**src/rtl/menu_controller_n.sv**
```systemverilog
// menu_controller_n
// Front-panel menu controller. Each of NUM_FIELDS buttons steps its own menu
// field through 0..FIELD_MAX[i] with wrap-around. Each button has its own
// synchroniser, rising-edge detector and hold-to-auto-repeat FSM. There are
// also global direction, lock and bulk-load controls.
//
// Ports:
//   clk        - system clock, rising edge
//   reset      - asynchronous, active-high reset
//   btn_i      - raw button levels, one per field, asynchronous to clk
//   dir_i      - 0 = increment, 1 = decrement (sampled on the step cycle)
//   lock_i     - 1 = drop all button steps (the repeat FSMs keep running)
//   cfg_load_i - one-cycle pulse: load cfg_data_i (saturated) into all fields
//   cfg_data_i - packed load values, slice i = field i
//   field_o    - packed current field values, slice i = field i
//   changed_o  - one-cycle pulse per field, aligned with its new value
module menu_controller_n #(
  parameter int                            NUM_FIELDS    = 4,
  parameter int                            FIELD_W       = 3,
  parameter logic [NUM_FIELDS*FIELD_W-1:0] FIELD_MAX     = 12'h852,
  parameter int                            REPEAT_DELAY  = 50_000_000,
  parameter int                            REPEAT_PERIOD = 12_500_000
) (
  input  logic                          clk,
  input  logic                          reset,
  input  logic [NUM_FIELDS-1:0]         btn_i,
  input  logic                          dir_i,
  input  logic                          lock_i,
  input  logic                          cfg_load_i,
  input  logic [NUM_FIELDS*FIELD_W-1:0] cfg_data_i,
  output logic [NUM_FIELDS*FIELD_W-1:0] field_o,
  output logic [NUM_FIELDS-1:0]         changed_o
);

  localparam int CNT_MAX = (REPEAT_DELAY > REPEAT_PERIOD) ? REPEAT_DELAY : REPEAT_PERIOD;
  localparam int CNT_W   = $clog2(CNT_MAX + 1);

  localparam logic [CNT_W-1:0] DELAY_LAST  = CNT_W'(REPEAT_DELAY - 1);
  localparam logic [CNT_W-1:0] PERIOD_LAST = CNT_W'(REPEAT_PERIOD - 1);

  typedef enum logic [1:0] {
    ST_IDLE   = 2'd0,
    ST_HELD   = 2'd1,
    ST_REPEAT = 2'd2
  } rep_state_t;

  logic [NUM_FIELDS-1:0]         s1_r, s2_r, p_r;
  logic [NUM_FIELDS-1:0]         raw_s, step_s;
  rep_state_t                    state_r [NUM_FIELDS];
  rep_state_t                    state_s [NUM_FIELDS];
  logic [CNT_W-1:0]              cnt_r   [NUM_FIELDS];
  logic [CNT_W-1:0]              cnt_s   [NUM_FIELDS];
  logic [NUM_FIELDS*FIELD_W-1:0] field_r, field_s;
  logic [NUM_FIELDS-1:0]         changed_r, changed_s;

  // Next value of one field: a load (saturated to mx) wins over a step.
  function automatic logic [FIELD_W-1:0] field_next(
    input logic [FIELD_W-1:0] cur,
    input logic [FIELD_W-1:0] mx,
    input logic [FIELD_W-1:0] ld,
    input logic               load,
    input logic               step,
    input logic               dir
  );
    logic [FIELD_W-1:0] nxt;
    if (load) begin
      nxt = (ld > mx) ? mx : ld;
    end else if (step) begin
      if (dir) begin
        nxt = (cur == '0) ? mx : (cur - FIELD_W'(1'b1));
      end else begin
        nxt = (cur == mx) ? '0 : (cur + FIELD_W'(1'b1));
      end
    end else begin
      nxt = cur;
    end
    return nxt;
  endfunction

  assign raw_s = s2_r & ~p_r;

  // Synchroniser and edge register. All three reset to 1: the button is treated
  // as already held, so a button held across reset cannot produce an edge.
  always_ff @(posedge clk or posedge reset) begin
    if (reset) begin
      s1_r <= '1;
      s2_r <= '1;
      p_r  <= '1;
    end else begin
      s1_r <= btn_i;
      s2_r <= s1_r;
      p_r  <= s2_r;
    end
  end

  // Repeat FSM state and counter registers, one per field.
  always_ff @(posedge clk or posedge reset) begin
    if (reset) begin
      for (int i = 0; i < NUM_FIELDS; i++) begin
        state_r[i] <= ST_IDLE;
        cnt_r[i]   <= '0;
      end
    end else begin
      for (int i = 0; i < NUM_FIELDS; i++) begin
        state_r[i] <= state_s[i];
        cnt_r[i]   <= cnt_s[i];
      end
    end
  end

  // Repeat FSM next state: issues the first step on the edge, then delay/period steps.
  always_comb begin
    step_s = '0;
    for (int i = 0; i < NUM_FIELDS; i++) begin
      state_s[i] = state_r[i];
      cnt_s[i]   = cnt_r[i];
      case (state_r[i])
        ST_IDLE: begin
          if (raw_s[i]) begin
            step_s[i]  = 1'b1;
            cnt_s[i]   = '0;
            state_s[i] = ST_HELD;
          end else begin
            state_s[i] = ST_IDLE;
          end
        end
        ST_HELD: begin
          if (!s2_r[i]) begin
            cnt_s[i]   = '0;
            state_s[i] = ST_IDLE;
          end else if (REPEAT_DELAY == 0) begin
            // Auto-repeat disabled: wait here for the release.
            cnt_s[i] = cnt_r[i];
          end else if (cnt_r[i] == DELAY_LAST) begin
            step_s[i]  = 1'b1;
            cnt_s[i]   = '0;
            state_s[i] = ST_REPEAT;
          end else begin
            cnt_s[i] = cnt_r[i] + CNT_W'(1'b1);
          end
        end
        ST_REPEAT: begin
          if (!s2_r[i]) begin
            cnt_s[i]   = '0;
            state_s[i] = ST_IDLE;
          end else if (cnt_r[i] == PERIOD_LAST) begin
            step_s[i] = 1'b1;
            cnt_s[i]  = '0;
          end else begin
            cnt_s[i] = cnt_r[i] + CNT_W'(1'b1);
          end
        end
        default: begin
          cnt_s[i]   = '0;
          state_s[i] = ST_IDLE;
        end
      endcase
    end
  end

  // Field update: load beats steps, lock drops steps. changed_s flags any real value change.
  always_comb begin
    field_s   = '0;
    changed_s = '0;
    for (int i = 0; i < NUM_FIELDS; i++) begin
      field_s[i*FIELD_W +: FIELD_W] = field_next(field_r[i*FIELD_W +: FIELD_W],
                                                 FIELD_MAX[i*FIELD_W +: FIELD_W],
                                                 cfg_data_i[i*FIELD_W +: FIELD_W],
                                                 cfg_load_i,
                                                 step_s[i] & ~lock_i,
                                                 dir_i);
      changed_s[i] = (field_s[i*FIELD_W +: FIELD_W] != field_r[i*FIELD_W +: FIELD_W]);
    end
  end

  // Field and change-pulse output registers.
  always_ff @(posedge clk or posedge reset) begin
    if (reset) begin
      field_r   <= '0;
      changed_r <= '0;
    end else begin
      field_r   <= field_s;
      changed_r <= changed_s;
    end
  end

  assign field_o   = field_r;
  assign changed_o = changed_r;

endmodule
```
**config.mk**
```make
export PLATFORM = sky130hd
export DESIGN_NAME = menu_controller_n
export DESIGN_NICKNAME = d
export VERILOG_FILES = /design/src/rtl/menu_controller_n.sv
export SDC_FILE = /design/constraint.sdc
export NUM_CORES = 1
export LEC_CHECK = 0
export BUFFER_PORTS_ARGS = -buffer_cell sky130_fd_sc_hd__buf_2
export CORE_UTILIZATION = 62
export DETAILED_ROUTE_END_ITERATION = 8
export HOLD_SLACK_MARGIN = 0.02
export PLACE_DENSITY_LB_ADDON = 0.08
export SYNTH_ARGS = -nofsm -noshare
export SYNTH_HDL_FRONTEND = slang
export SYNTH_SLANG_ARGS = --single-unit
export TNS_END_PERCENT = 20
```
**constraint.sdc**
```tcl
create_clock -name clk -period 6.35 [get_ports clk]
set_input_delay 1.27 -clock clk [delete_from_list [all_inputs] [get_ports clk]]
set_output_delay 1.27 -clock clk [all_outputs]
set_load 0.05 [all_outputs]
```
After elaboration in Yosys (flattened, before gate mapping)
Index checks and enable logic that the tools add are counted.
{ "op_classes": {"reduce_logical": 12, "magnitude_cmp": 4, "n_addsub": 12, "n_bitwise": 7, "n_eq_ne": 36, "mux": 92} }
{ "op_table": {"columns": ["op", "n"], "rows": [
  ["$mux 26", 20],
  ["$pmux 26 s3", 4],
  ["$add 26x1->26 const B", 4],
  ["$eq 26x24->1 const B", 4],
  ["$eq 26x26->1 const B", 4],
  ["$mux 3", 24],
  ["$mux 1", 24],
  ["$mux 2", 12],
  ["$pmux 2 s3", 4],
  ["$ne 2x2->1 const B", 8],
  ["$add 3x1->3 const B", 4],
  ["$logic_not 3->1", 4],
  ["$ne 3x3->1", 4],
  ["$ne 3x3->1 const B", 4],
  ["$pmux 1 s3", 4],
  ["$sub 3x1->3 const B", 4],
  ["$eq 2x1->1 const B", 4],
  ["$eq 2x2->1 const B", 4],
  ["$logic_not 2->1", 4],
  ["$reduce_and 2->1", 4],
  ["$eq 3x2->1 const B", 2],
  ["$gt 3x2->1 const B", 2],
  ["$and 1x1->1", 4],
  ["$and 4x4->4", 1],
  ["6 further kinds", 6]
]} }
{ "totals": {"inputBits": 21, "ff_bits": 140, "output_inout_bits": 16} }

Longest topological paths before layout
Gate-level depths: netlist of run 1.
{ "logic_depth": {"ltp_word": 8, "mapped_depth": 9, "depth_no_buf": 8} }

Worst setup path after synthesis of run 1
No wires, ideal clock.
{ "synth_path": {"path_type": "input-to-reg", "startpoint": "input port cfg_load_i", "endpoint": "register changed_r[2] (netlist: changed_o[2])", "path_buffers": 1, "path_slack_ns": 3.614, "path_stages": 6, "arrival_time_ns": 2.605, "path_cell_list": "clkbuf_1 -> inv_1 -> or4_1 -> mux2_2 -> a21oi_1 -> a31oi_1"} }
{ "synth_between": {"elab_chain_cells": 2} }
{ "synth_rtl": {"columns": ["item", "line", "source"], "rows": [
  ["from (decl)", "29", "input logic cfg_load_i,"],
  ["$mux 3", "66", "if (load) begin"],
  ["$ne 3x3->1", "172", "changed_s[i] = (field_s[i*FIELD_W +: FIELD_W] != field_r[i*FIELD_W +: FIELD_W]);"],
  ["via changed_s[2]", "54", "logic [NUM_FIELDS-1:0] changed_r, changed_s;"],
  ["to (signal assigned)", "183", "changed_r <= changed_s;"],
  ["to (decl)", "54", null]
]} }
The timed path passes the listed nets, and every way through them passes these cells.
A chain may end at the register's enable or synchronous reset.

Worst setup path after layout of run 1
{ "layout_path": {"startpoint": "register cnt_r[10] (netlist name)", "endpoint": "register cnt_r[0] (netlist name)"} }
{ "layout_between": {"elab_chain_cells": 4, "word_cells_on_any_way": 7, "classes_between": "2 x eq/ne; 5 x mux"} }
{ "layout_rtl": {"columns": ["item", "line", "source"], "rows": [
  ["from (decl)", "51", "logic [CNT_W-1:0] cnt_r [NUM_FIELDS];"],
  ["from (signal, indexed assignment)", "106", "cnt_r[i] <= cnt_s[i];"],
  ["$eq 26x24->1 or $eq 26x26->1 (tied branches)", "146, 134", null],
  ["$mux 26 (on tied branches)", "146, 134", null],
  ["$mux 26 (on tied branches)", "143, 128", null],
  ["$pmux 26 s3 *", "117", "case (state_r[i])"]
]} }
Mark *: on every way between the ends. The rest lies on a longest branch, timed or not.

==> flow_summary.toml, run 1 <==
[worst_setup_path]
crit_path_max_fanout = 21
r2r_slack_ns = 3.27
reg2reg_to = "cnt_r[0]"
r2r_cells = 6
startpoint_type = "register"
crit_chain = "or4b_1, or3_1, o31ai_2, a21o_1, nor2_1, mux2_2"
cp.buffers_inverters = 0
cp.required_ns = 6.66
arrival_ns = 3.39
reg2reg_from = "cnt_r[10]"
endpoint_kind = "register"
critical_path_class = "reg2reg"
slowest_delay_ns = 0.62
critPathTopFamily = "simple AND/OR/NAND/NOR gates"
worst_path_max_delay_cell = "a21o_1"

[grt]
grt-ovfl-total = 0
grtUsageTotal_pct = 27.13
grt_pass1_vias = 6161
antenna_found_initial = 0
grt_max_degree = 74
grt_pass1_wl_microns = 28800

[route]
drc = 0
drtIter0Drc = 494
antenna_left = 0
wl_per_cell_microns = 15.90
viasPerCell = 6.035
drt-met1-wl_microns = 8222
dr.pass1.iters = 6
wl_met2_microns = 8226
num_vias = 6542
top_layer = "met4"
dr_wl_met3_microns = 581
drt_wl_total_microns = 17240

[timing]
worst_pin_slew_ns = 0.8897
skew_ns = 0.006563
slew_headroom_pct = 39.85
hold_slack_ns = 0.3587
min_period_ns = 3.078
final.setup.tns_ns = 0
slew_viol_final = 0
fin_crit_sh_pct = 48.47
fmax_mhz = 324.9
rsz0062_at_grt = "false"
hold_viol = 0
finalSetupViolCount = 0

[power]
power.density_nw_per_um2 = 234.3
total_power_uw = 2118
vdd_ir_drop_max_uv = 235.6
p_leak_uw = 0.003986

[clock_tree]
clock_latency_ns = 0.42
cts_made_buffers = 17
cts_max_level = 4
postCtsSetupBuffers = 0
cts_sinks = 140
cts_hold_buf = 0
cts_resized = 0
clkSlewWorstSetupHoldPaths_ns = 0.06
cts.path.max_buffers = 2
cts-root-buf = "clkbuf_16"
cts_tree = "yes"

[logic_synthesis]
synth_ff_type = "dfrtp_1"
yosysTopAreaCellShare_pct = 39.41
yosys.area.top_type = "dfrtp_1"
postSynthAreaPerCell_sq_um = 9.384
yosysSeqAreaShare_pct = 43.29
ys_warn_count = 0
synth-seq-cells = 140
synth_nets = 923
synth.distinct_cells = 70
postSynth.asyncResetShare_pct = 100.0
synth_edf_count = 0
syn_inst = 866
ys_top_cells_by_area = "dfrtp_1, ha_1, xor2_1, nor2_1, dfstp_2"
syn_area_sq_um = 8127

[die]
die_h_microns = 116.5
ios = 37
initial_utilization_pct = 63.88
die_area_sq_um = 13570
fp.coreArea_sq_um = 12720
dieWidth_microns = 116.5
num_rows = 41

[min_path]
min_to = "s2_r[3]"
hold_path.class = "reg2reg"
hp-start = "s1_r[3]"
hold-path-cell-count = 0

[place]
place_congestion = 0.8997
placed_cell_area_sq_um = 8438
hpwl_microns = 11590
port_buffers = 36

[job]
maxCapViolCount = 0

[cells_and_area]
syn2layout_area_growth_pct = 11.19
fin_area_sq_um = 9036
final_nets = 956
drive_gt1_share_pct = 11.73
antennaDiodeCount = 0

[run_status]
outcome = "finished clean"
how the worst max path moves through the flow:
stage	start	end	cells past startpoint	slack (ns)
finish	cnt_r[10]	cnt_r[0]	6	3.27
global route	cnt_r[59]	cnt_r[66]	6	3.00
CTS	cnt_r[10]	cnt_r[0]	6	3.32
detailed placement	cfg_load_i	changed_o[2]	6	3.16
global placement	cfg_load_i	changed_o[2]	6	3.21
floorplan	reset	changed_o[0]	1	1.35
cells in the mapped netlist (3+ instances only):
library cell    n
mux2i_1        16
nand4b_1        3
nor4bb_1        4
nand3_1        50
nand2b_1        8
a21o_1         10
and4_1          7
xnor2_1        33
nor4_1         11
nor4b_1         4
nand2_1        64
o21ai_0        40
a21oi_1        37
nor2b_1        15
and3_1         25
o211ai_1        6
or4bb_1         4
or4_1           3
and2_1         10
nor2_1        103
dfrtp_1       128
nor3b_1         3
clkbuf_1       15
xor2_1         47
ha_1           36
a22o_1         17
inv_1          33
nand4_1        23
a31oi_1         6
or3_1           7
o21a_1          4
nor3_1         22
buf_2           8
mux2_2          7
dfstp_2        12
through the flow:
step                      util, %  setup WS (ns)  instances
after floorplan                 -          1.347        866
after global placement      66.33          3.209       1052
after detailed placement    66.33          3.157       1052
after CTS                   71.03          3.318       1084
after global routing        71.03          3.001       1084
final                       71.03          3.272       1084
routing by layer:
metal / up-vias / GRT usage [%]
met3: 21 / 6.175
met5: - / 0
met1: 3243 / 36.50
met4: 0 / 8.205
met2: 134 / 43.87
li1: 3144 / -
kinds of logic after synthesis:
family | Yosys count | synth area share, %
xor+xnor | 80 | 8.622
compound gates | 151 | 12.46
fa+ha+maj | 36 | 5.543
flops | 140 | 43.29
simple gates | 377 | 24.06
buf+inv | 58 | 2.894
mux | 24 | 3.125
power by group:
part / internal (uW) / switching (uW)
combinational: 62.5 / 139
clock: 618 / 370
sequential: 910 / 17.4
layout by cell type (no fill, tap or decap), types with 4 or more instances in the layout:
cell,n
a21oi_1,37
and4_1,7
o21a_1,4
nor2_1,103
nor4_1,11
and3_1,25
clkinv_2,4
or4bb_1,4
inv_1,32
xnor2_1,33
buf_2,36
dfstp_2,12
o21ai_0,39
nand3_1,50
and2_1,10
ha_1,36
nor3_1,22
nand2b_1,8
a22o_1,17
dfrtp_1,128
clkbuf_8,4
xor2_1,47
nand4_1,23
nor4b_1,4
o211ai_1,6
a21o_1,10
nor2b_1,15
or3_1,7
nand2_1,64
nor4bb_1,4
mux2i_1,16
mux2_2,7
a31oi_1,6
clkbuf_16,17
worst reg2reg max path, delay by kind of cell, from the launching register on:
family,cells,cell delay [ns]
and+or+nand+nor,3,1.27
DFF,1,0.43
AOI/OAI and AO/OA,2,0.92
muxes,1,0.35
cell type report:
| type | instances | area, sq um |
|---|---|---|
| clock buffers | 22 | 484.2 |
| clock inverters | 10 | 113.9 |
| fillers | 1003 | 3686 |
| inverters | 33 | 128.9 |
| multi-input cells | 668 | 4373 |
| flip-flops and latches | 140 | 3518 |
| well taps | 172 | 215.2 |
| repair buffers | 39 | 202.7 |
registers in the layout, summed over array words and instances (netlist names):
register and count:
s1_r 4, s2_r 4, p_r 4, changed_o 4, cnt_r 104, field_o 12
state_r 8
No activity file was read; power rests on OpenSTA's default activity.
==> run 2, diff against run 1 <==
==> constraint.sdc (replaced) <==
create_clock -name clk -period 3 [get_ports clk]
set_input_delay 0.6 -clock clk [delete_from_list [all_inputs] [get_ports clk]]
set_output_delay 0.6 -clock clk [all_outputs]
set_load 0.05 [all_outputs]
==> flow_summary.toml, run 2 (synthesized netlist as in run 1, its figures left out) <==
[die]
dieWidth_microns = 116.5
initial_utilization_pct = 63.88
fp.coreArea_sq_um = 12720
die_area_sq_um = 13570
num_rows = 41
die_h_microns = 116.5
ios = 37

[clock_tree]
clock_latency_ns = 0.42
cts_sinks = 140
cts.path.max_buffers = 2
clkSlewWorstSetupHoldPaths_ns = 0.06
cts_hold_buf = 0
cts_tree = "yes"
cts_max_level = 4
cts_resized = 0
cts_made_buffers = 17
postCtsSetupBuffers = 0
cts-root-buf = "clkbuf_16"

[power]
vdd_ir_drop_max_uv = 687.6
p_int_uw = 3458
pwr-share-seq_pct = 42.8
power.density_nw_per_um2 = 502.6
p_leak_uw = 0.004022
netSwitchingPower_uw = 1129
clock_power_share_pct = 47.7
p_comb_share_pct = 9.5
p_sw_share_pct = 24.62

[worst_setup_path]
slowest_delay_ns = 0.50
critical_path_class = "reg2reg"
cp.required_ns = 3.31
endpoint_kind = "register"
r2r_slack_ns = 0.41
arrival_ns = 2.89
crit_path_max_fanout = 20
worst_path_max_delay_cell = "or4b_1"
critPathTopFamily = "compound AO/OA/AOI/OAI gates"
cp.buffers_inverters = 1
crit_chain = "or4b_1, or3_1, o31ai_2, a21o_1, buf_4, o21ai_0, a22o_1"
startpoint_type = "register"

[place]
port_buffers = 36
hpwl_microns = 11890
place_congestion = 0.8637

[cells_and_area]
antennaDiodeCount = 0
final_nets = 965
top_register = "cnt_r"
largest_reg_flops = 104
syn2layout_area_growth_pct = 12.32
drive_gt1_share_pct = 12.27
final_common_cell = "dfrtp_1"
final_cell_mix = "dfrtp_1, nor2_1, nand2_1"

[grt]
antenna_found_initial = 0
grt_pass1_wl_microns = 29110
grt-ovfl-total = 0
grt_max_degree = 55
grt_pass1_vias = 6330
grtUsageTotal_pct = 27.18

[run_status]
outcome = "finished clean"

[timing]
slew_viol_final = 0
slew_headroom_pct = 43.66
rsz0062_at_grt = "false"
skew_ns = 0.009609
hold_viol = 0
final.setup.tns_ns = 0
hold_slack_ns = 0.2775
worst_pin_slew_ns = 0.8421
finalSetupViolCount = 0
fmax_mhz = 386.7
min_period_ns = 2.586
fin_crit_sh_pct = 86.21

[route]
antenna_left = 0
drtIter0Drc = 450
dr.pass1.iters = 5
viasPerCell = 5.938
drt_wl_total_microns = 17220
num_vias = 6490
drc = 0
wl_per_cell_microns = 15.75

[job]
maxCapViolCount = 0

[min_path]
hold_path.class = "in2reg"
[run 2: worst register-to-register path: cells and delay by family, from the launching register on]
kind / cells / cell delay [ns]
simple gates: 2 / 0.88
buf+inv: 1 / 0.24
compound gates: 4 / 0.92
flops: 1 / 0.44
[run 2: final timing paths]
path / startpoint / to / depth (start not counted)
worst min-delay path: btn_i[3] / s1_r[3] / 1
worst max-delay path: cnt_r[10] / cnt_r[13] / 7
worst min register to register: s1_r[3] / s2_r[3] / 0
min in group asynchronous: reset / cnt_r[80] / 2
worst max register to register: cnt_r[10] / cnt_r[13] / 7
max in group asynchronous: reset / s1_r[1] / 3
[run 2: final cells by class]
cell class	instances	area [sq um]
timing repair buffer	48	282.8
inverter	33	127.6
tap	172	215.2
sequential	140	3518
fill	998	3595
clock inverter	11	170.2
clock buffer	21	440.4
multi-input combinational	668	4373
[run 2: layer usage]
metal  GRT usage [%]  share of wire [%]  up-vias
met5               0                  0        -
li1                -                  -     3170
met2           46.07                 49      132
met4           7.265               0.76        0
met1           35.04                 46     3175
met3           6.227                3.8       13
[run 2: power groups by stage]
stage               Combinational (uW)  Clock (uW)  Sequential (uW)
global placement                   416           0             1990
CTS                                436        2230             1960
floorplan                          269           0             2050
finish                             435        2190             1960
detailed placement                 433           0             2000
global route                       485        2300             1970
[run 2: through the flow]
step / power [uW] / setup slack, ns / area, sq um / std cells / util, %
2_1_floorplan: 2316 / 0.6607 / 8130 / 866 / -
3_3_place_gp: 2409 / 0.5529 / 8517 / 1061 / 66.95
3_5_place_dp: 2429 / 0.4724 / 8517 / 1061 / 66.95
4_1_cts: 4624 / 0.4288 / 9128 / 1093 / 71.74
5_1_grt: 4753 / 0.1828 / 9128 / 1093 / 71.74
6_report: 4587 / 0.4137 / 9128 / 1093 / 71.74
==> run 3, diff against run 2 <==
--- a/config.mk
+++ b/config.mk
@@ -6,6 +6,7 @@
 export NUM_CORES = 1
 export LEC_CHECK = 0
 export BUFFER_PORTS_ARGS = -buffer_cell sky130_fd_sc_hd__buf_2
+export CORE_MARGIN = 5
 export CORE_UTILIZATION = 62
 export DETAILED_ROUTE_END_ITERATION = 8
 export HOLD_SLACK_MARGIN = 0.02
==> flow_summary.toml, run 3 (synthesized netlist as in run 1, its figures left out) <==
[run_status]
outcome = "finished clean"

[worst_setup_path]
endpoint_kind = "register"
reg2reg_to = "cnt_r[59]"
critical_path_class = "reg2reg"
crit_path_max_fanout = 22
reg2reg_from = "cnt_r[59]"
r2r_slack_ns = 0.32
setup.worst_path.start = "cnt_r[59]"
arrival_ns = 2.98
cp.required_ns = 3.30
startpoint_type = "register"
r2r_cells = 7
crit_path_end = "cnt_r[59]"

[cells_and_area]
antennaDiodeCount = 0
syn2layout_area_growth_pct = 11.78
regArea_sq_um = 3518
top_register = "cnt_r"
final_common_cell = "dfrtp_1"
final_cell_mix = "dfrtp_1, nor2_1, nand2_1"
layout.filler_cells = 1000
multi_input_area_sq_um = 4373
final_nets = 965
drive_gt1_share_pct = 12.49
largest_reg_flops = 104
finalNonFillerCells = 1093

[timing]
rsz0062_at_grt = "false"
slew_viol_final = 0
setup_ws_ns = 0.3217
slew_headroom_pct = 44.67
fmax_mhz = 373.4
skew_ns = 0.007060
finalSetupViolCount = 0
worst_pin_slew_ns = 0.8269
min_period_ns = 2.678
fin_crit_sh_pct = 89.28
hold_slack_ns = 0.2698
final.setup.tns_ns = 0
hold_viol = 0

[route]
wl_per_cell_microns = 15.87
drt-met1-wl_microns = 7779
dr_wl_met3_microns = 745
antenna_left = 0
viasPerCell = 6.005
drc = 0
dr.pass1.iters = 5
wl_met2_microns = 8635
top_layer = "met4"
drtIter0Drc = 460
num_vias = 6563
drt_wl_total_microns = 17350

[die]
dieWidth_microns = 124.5
initial_utilization_pct = 63.88
ios = 37
fp.coreArea_sq_um = 12720
die_area_sq_um = 15500
num_rows = 41
die_h_microns = 124.5

[clock_tree]
cts-root-buf = "clkbuf_16"
clkSlewWorstSetupHoldPaths_ns = 0.06
cts.path.max_buffers = 2
cts_made_buffers = 17
postCtsSetupBuffers = 0
cts_hold_buf = 0
cts_tree = "yes"
cts_sinks = 140
clock_latency_ns = 0.42
cts_max_level = 4
cts_resized = 0

[grt]
grt-ovfl-total = 0
grt_max_degree = 85
grt_pass1_wl_microns = 30760
antenna_found_initial = 0
grt_pass1_vias = 6605
grtUsageTotal_pct = 23.34

[place]
place_congestion = 0.8858
port_buffers = 36
dp_worst_setup_slack_ns = 0.3792
hpwl_microns = 12150
dp_cells = 1061

[power]
vdd_ir_drop_max_uv = 409.9
power.density_nw_per_um2 = 480.9
p_leak_uw = 0.004017

[min_path]
hold_path.class = "in2reg"

[job]
maxCapViolCount = 0
run 3: layout make-up:
class                      count  share of cell area, %
clock buffer                  21                  5.069
clock inverter                11                  1.033
inverter                      33                  1.405
multi-input combinational    668                  48.14
sequential                   140                  38.73
tap                          172                  2.369
timing repair buffer          48                  3.251
run 3: critical path, cell delays in order (launching register included):
cell and delay [ns]:
dfrtp_1 0.41, or4bb_1 0.52, nor4_1 0.50, a31oi_1 0.22, o211ai_1 0.38, and2_1 0.18
buf_4 0.24, nor2_1 0.10
run 3: worst min path at each step:
stage / from / end / slack [ns] / cells after the start
global placement: s1_r[2] / s2_r[2] / 0.35 / 0
global route: btn_i[1] / s1_r[1] / 0.25 / 1
finish: btn_i[1] / s1_r[1] / 0.27 / 1
CTS: btn_i[1] / s1_r[1] / 0.26 / 1
detailed placement: s1_r[0] / s2_r[0] / 0.35 / 0
floorplan: s1_r[0] / s2_r[0] / 0.35 / 0
run 3: metrics by stage:
step	total power, uW	area (sq um)	util [%]
after floorplan	2316	8130	-
after detailed placement	2432	8529	67.04
after CTS	4400	9084	71.40
after global placement	2411	8529	67.04
after global routing	4550	9084	71.40
final	4368	9084	71.40
run 3: where the power goes:
group / leakage, uW / total (uW) / internal, uW / switching (uW)
Clock: 0.000277 / 1970 / 1180 / 792
Sequential: 0.00189 / 1960 / 1930 / 37.1
Combinational: 0.00185 / 434 / 142 / 292
run 3: per-layer routing:
| metal | global-route usage, % | up-vias |
|---|---|---|
| met5 | 0 | - |
| met2 | 39.38 | 152 |
| li1 | - | 3157 |
| met3 | 5.875 | 21 |
| met4 | 6.319 | 0 |
| met1 | 30.02 | 3233 |
